==> config.mk <==
export PLATFORM = sky130hd
export DESIGN_NAME = spectrum_frame_sequencer
export DESIGN_NICKNAME = d
export VERILOG_FILES = /design/src/rtl/spectrum_frame_sequencer.sv
export SDC_FILE = /design/constraint.sdc
export NUM_CORES = 2
export LEC_CHECK = 0
export ABC_AREA = 1
export ABC_CLOCK_PERIOD_IN_PS = 60800
export CAP_MARGIN = 20
export CORE_ASPECT_RATIO = 1.5
export CORE_UTILIZATION = 56
export CTS_CLUSTER_SIZE = 25
export DETAILED_ROUTE_END_ITERATION = 8
export PLACE_DENSITY = 0.8
export SLEW_MARGIN = 20
export SYNTH_ARGS = -nofsm -noshare
export SYNTH_HDL_FRONTEND = slang
export SYNTH_SLANG_ARGS = --single-unit
==> constraint.sdc <==
create_clock -name i_clk -period 60.8 [get_ports i_clk]
set_clock_uncertainty 0.15 [all_clocks]
set_input_delay 18.24 -clock i_clk [delete_from_list [all_inputs] [get_ports i_clk]]
set_output_delay 18.24 -clock i_clk [all_outputs]
set_load 0.02 [all_outputs]
==> src/rtl/spectrum_frame_sequencer.sv <==
// Turns decimated FFT frames into per-bin bar levels through one shared log2 unit.
// Levels are committed only in blanking. Define SPECTRUM_PEAK_HOLD_EN for decaying peak hold.
module spectrum_frame_sequencer #(
  parameter int NBINS        = 32,
  parameter int DW           = 16,
  parameter int LW           = 5,
  parameter int FRAME_DIV    = 8,
  parameter int DECAY_FRAMES = 4
) (
  input  logic                i_clk,
  input  logic                i_rst,
  input  logic [NBINS*DW-1:0] i_fft_data,
  input  logic                i_fft_done,
  input  logic                i_blank,
  output logic [DW-1:0]       o_log2_in,
  input  logic [DW-1:0]       i_log2_out,
  output logic [NBINS*LW-1:0] o_level,
  output logic                o_frame_valid,
  output logic                o_busy,
  output logic                o_overrun
);

  localparam int DIVW = (FRAME_DIV > 1) ? $clog2(FRAME_DIV) : 1;
  localparam int KW   = $clog2(NBINS);
  localparam logic [DW-1:0] MAG_MAX = {1'b0, {(DW-1){1'b1}}};
  localparam logic [DW-1:0] NEG_MIN = {1'b1, {(DW-1){1'b0}}};

  typedef enum logic [1:0] {IDLE, CALC, WAIT, COMMIT} state_t;
  state_t state, next_state;

  logic [DIVW-1:0]       div_cnt;
  logic                  pending;
  logic [KW-1:0]         bin_idx;
  logic [NBINS*DW-1:0]   snapshot;
  logic [NBINS*DW-1:0]   work;
  logic [NBINS*LW-1:0]   shadow;
  logic                  accept;
  logic                  start_calc;
  logic                  last_bin;
  logic                  commit;
  logic [DW-1:0]         cur_sample;
  logic [DW-1:0]         cur_mag;
  logic [LW-1:0]         cur_level;

  assign accept     = i_fft_done && (div_cnt == '0);
  assign start_calc = (state == IDLE) && pending && i_blank;
  assign last_bin   = (bin_idx == KW'(NBINS - 1));

  always_ff @(posedge i_clk or posedge i_rst) begin
    if (i_rst) state <= IDLE;
    else       state <= next_state;
  end

  always_comb begin
    next_state = state;
    case (state)
      IDLE:    if (pending && i_blank) next_state = CALC;
      CALC:    if (last_bin) next_state = WAIT;
      WAIT:    if (i_blank) next_state = COMMIT;
      COMMIT:  next_state = IDLE;
      default: next_state = IDLE;
    endcase
  end

  always_comb begin
    o_busy    = (state != IDLE);
    o_log2_in = '0;
    commit    = 1'b0;
    case (state)
      CALC:    o_log2_in = cur_mag;
      COMMIT:  commit = 1'b1;
      default: ;
    endcase
  end

  // The most negative sample has no positive twin, so it saturates.
  always_comb begin
    cur_sample = work[int'(bin_idx)*DW +: DW];
    if (!cur_sample[DW-1])        cur_mag = cur_sample;
    else if (cur_sample == NEG_MIN) cur_mag = MAG_MAX;
    else                          cur_mag = -cur_sample;
  end

  always_comb begin
    if (cur_mag == '0)                cur_level = '0;
    else if (i_log2_out > DW'(15))    cur_level = LW'(16);
    else                              cur_level = LW'(i_log2_out) + LW'(1);
  end

  // CALC works on a private copy so a frame accepted on the start edge stays pending.
  always_ff @(posedge i_clk or posedge i_rst) begin
    if (i_rst) begin
      div_cnt   <= '0;
      pending   <= 1'b0;
      snapshot  <= '0;
      work      <= '0;
      shadow    <= '0;
      bin_idx   <= '0;
      o_overrun <= 1'b0;
    end else begin
      if (i_fft_done)
        div_cnt <= (div_cnt == DIVW'(FRAME_DIV - 1)) ? '0 : div_cnt + 1'b1;
      o_overrun <= accept && (state == CALC);
      if (accept && (state != CALC)) begin
        snapshot <= i_fft_data;
        pending  <= 1'b1;
      end else if (start_calc) begin
        pending  <= 1'b0;
      end
      if (start_calc) begin
        work    <= snapshot;
        bin_idx <= '0;
      end else if (state == CALC) begin
        shadow[int'(bin_idx)*LW +: LW] <= cur_level;
        bin_idx <= last_bin ? '0 : bin_idx + 1'b1;
      end
    end
  end

`ifdef SPECTRUM_PEAK_HOLD_EN
  localparam int DCW = (DECAY_FRAMES > 1) ? $clog2(DECAY_FRAMES) : 1;

  logic [DCW-1:0]        decay_cnt;
  logic                  decay_now;
  logic [LW-1:0]         held_dec [NBINS];
  logic [NBINS*LW-1:0]   peak_level;

  assign decay_now = (decay_cnt == DCW'(DECAY_FRAMES - 1));

  // The committed level doubles as the held peak; it decays before the max is taken.
  always_comb begin
    peak_level = '0;
    for (int k = 0; k < NBINS; k++) begin
      held_dec[k] = o_level[k*LW +: LW];
      if (decay_now && (held_dec[k] != '0)) held_dec[k] = held_dec[k] - 1'b1;
      peak_level[k*LW +: LW] = (shadow[k*LW +: LW] > held_dec[k]) ? shadow[k*LW +: LW] : held_dec[k];
    end
  end

  always_ff @(posedge i_clk or posedge i_rst) begin
    if (i_rst) begin
      o_level       <= '0;
      o_frame_valid <= 1'b0;
      decay_cnt     <= '0;
    end else begin
      o_frame_valid <= commit;
      if (commit) begin
        o_level   <= peak_level;
        decay_cnt <= decay_now ? '0 : decay_cnt + 1'b1;
      end
    end
  end
`else
  always_ff @(posedge i_clk or posedge i_rst) begin
    if (i_rst) begin
      o_level       <= '0;
      o_frame_valid <= 1'b0;
    end else begin
      o_frame_valid <= commit;
      if (commit) o_level <= shadow;
    end
  end
`endif

endmodule
==> metrics.cfg <==
[outcome]
status=finished, final reports clean

[clocking]
ctsHoldBuffers=0
clockBufferDepth=3
cts_resized=0
htree_levels=3
post_cts_buffers=0
clk_latency_ps=750
cts_root_buf=clkbuf_16
cts.clk_slew.worst_paths_ps=70
cts_num_sinks=1357
cts_tree=built
cts_buffers=118

[timing]
slew_violations=0
worstMarginPinSlew_ps=1212
setup_violations=0
timing.fmax_mhz=40.71
slew_headroom_pct=19.22
final.setup.tns_ps=0
period_needed_ps=24570
hold_viol=0
min_period_over_period_pct=40.40
rsz0062_at_grt=false

[place]
portBuffers=710
dpl.cell_count=7485
gp_congestion=0.9220
dp.final_hpwl_um=121300

[final_layout]
fin_cells=7728
layout-drive-gt1-share_pct=13.08
fin_nets=6859
area_growth_pct=21.10

[route]
wl_per_cell_um=22.27
route.detailed.drc=0
drtAntennaViolNets=0
drt-total-wl_um=172100
vias=43340
avgViaCountPerCell=5.608
dr.pass1.iters=6
drt_iter0_markers=4379

[synthesis]
postSynthCellCount=5760
yosys.area.top_type_share_pct=59.71
seq_area_frac_synth_pct=59.71
synth_area_mm2=0.05687
yosysWarnings=0
synth_fp_nets=6307
synth_top_area_cell=dfrtp_1
synth_area_leaders=dfrtp_1 (60%), mux2_2 (11%), nand2_1 (7.7%)
syn_avg_cell_area_um2=9.873
ys_seq_elements=1357
synth_cell_type_count=41

[pwr]
ir_drop_v=0.00003830
p_per_area_mw_per_mm2=53.49
p_leak_uw=0.03124

[floorplanning]
die-area_mm2=0.1029
die_x_um=262.2
core-area_mm2=0.1002
die_y_um=392.3
floorplan.initialDensity_pct=56.75
rows=142
ios=711

[worst_setup_path]
worstSetupStartpoint=bin_idx[0]
cp_max_fo=110
rr_worst_depth=21
critPathLaunchType=flop
rrSetupSlack_ps=54480
crit_arrival_ps=6180
cp-end-kind=output port
crit_required_ps=42410
r2r_start=bin_idx[0]
worstSetupPathType=reg -> out

[worst_hold_path]
hp-start=work[417]
hold_path_depth=2
hold_path.class=reg -> reg

[grt]
antenna_found_initial=30
grt_max_degree=238
grt_pass1_wl_um=257600
grt_pass1_vias=43310
overflow=0
track_usage_pct=33.66

[job]
drv_cap=0

-- metal layers --
layer  share of wire (%)  track usage [%]
met1                  37            40.49
met4                 7.0            22.55
met5                0.10                0
met2                  49            55.45
met3                 6.9            5.639
-- final cells by class --
cell class / count / area, µm²
Timing Repair Buffer: 755 / 7569
Inverter: 547 / 2078
Fill cell: 7462 / 31340
Tap cell: 1296 / 1622
Antenna cell: 16 / 40.04
Sequential cell: 1357 / 33970
Clock buffer: 165 / 3379
Clock inverter: 59 / 738.2
Multi-Input combinational cell: 3533 / 19470
-- logic make-up (layout without fill, tap and decap cells) --
| kind of cell | Yosys count | in the layout | share of synthesized area [%] |
|---|---|---|---|
| simple gates | 2057 | 2057 | 14.69 |
| flops | 1357 | 1357 | 59.71 |
| compound gates | 908 | 908 | 8.260 |
| buf+inv | 870 | 1526 | 6.114 |
| mux | 547 | 547 | 10.80 |
| fa+ha+maj | 15 | 15 | 0.3300 |
| xor+xnor | 6 | 6 | 0.09241 |
| other cells | 0 | 16 | 0 |
-- per-stage QoR --
step                power (µW)  setup slack [ps]  hold slack, ps  util (%)  cell area (µm²)
floorplan                 2398              4152           286.7         -            56870
global placement          2826             36750           298.3     64.47            64600
detailed placement        2876             36680           303.4     64.49            64620
CTS                       3681             36280           322.8     68.60            68740
global route              3896             35920           338.5     68.72            68860
finish                    3684             36230           324.0     68.72            68860
-- Yosys cell counts --
library cell and number:
o2111ai_1 1, nand3_1 241, o21bai_1 1, xnor2_1 1
nor2_4 1, o21ai_0 509, nand4_1 4, nor2_8 1
inv_2 10, buf_4 10, o22ai_1 3, nand2_1 1160
buf_2 78, xor2_1 5, o21ai_1 34, nand3b_1 1
nor4_1 2, a21oi_1 305, nor3b_1 1, nor2_2 21
buf_1 20, inv_1 532, nor3_2 1, nand3_4 1
buf_6 8, o21ai_2 1, mux2_2 532, ha_1 15
a211oi_1 1, nand3_2 1, buf_12 1, clkbuf_1 206
dfrtp_1 1357, o21ai_4 1, nand4_4 11, nor2_1 600
a31oi_1 4, mux2i_1 15, clkinv_1 5, nor3_1 11
o211ai_1 48
-- sequential cells by signal (all words and copies together), names as in the netlist --
| signal | cells |
|---|---|
| pending | 1 |
| state | 2 |
| o_frame_valid | 1 |
| bin_idx | 5 |
| snapshot | 512 |
| div_cnt | 3 |
| o_overrun | 1 |
| shadow | 160 |
| o_level | 160 |
| work | 512 |
-- critical path, cell delays in order (launching register included) --
cell             delay [ps]
dfrtp_4                 770
inv_6                   840
buf_4                   710
nand2_1                 120
nand3_1                 100
nand2_1                 100
nand2_1                 100
nand2_1                  70
nor2_1                  120
nand2_1                  60
nand2_1                 150
ha_1                    190
nand2_1                  80
nor2_2                  250
nand4_4                 350
a31oi_1                 580
clkdlybuf4s50_1         720
-- final timing paths --
kind	endpoint
hold / removal	work[417]
hold reg to reg	work[417]
min in group asynchronous	shadow[148]
setup reg to reg	shadow[80]
setup / recovery	o_log2_in[6]
max in group asynchronous	snapshot[205]
-- power by group --
group	total (µW)	internal (µW)	leakage [µW]	switching, µW
registers	1520	1310	0.0159	214
clock network	792	443	0.00203	348
logic	1370	527	0.0134	843
-- cell usage in the layout (no fill, tap or decap), drive strengths merged, types with 16 or more instances in the layout --
| cell | synthesis | final |
|---|---|---|
| o21ai | 545 | 545 |
| clkinv | 5 | 39 |
| clkdlybuf4s50 | 0 | 710 |
| mux2 | 532 | 532 |
| nand3 | 243 | 243 |
| nand2 | 1160 | 1160 |
| diode | 0 | 16 |
| nor2 | 623 | 623 |
| a21oi | 305 | 305 |
| buf | 117 | 45 |
| o211ai | 48 | 48 |
| dfrtp | 1357 | 1357 |
| clkbuf | 206 | 165 |
| inv | 542 | 550 |
Power figures use the tool's default switching activity.
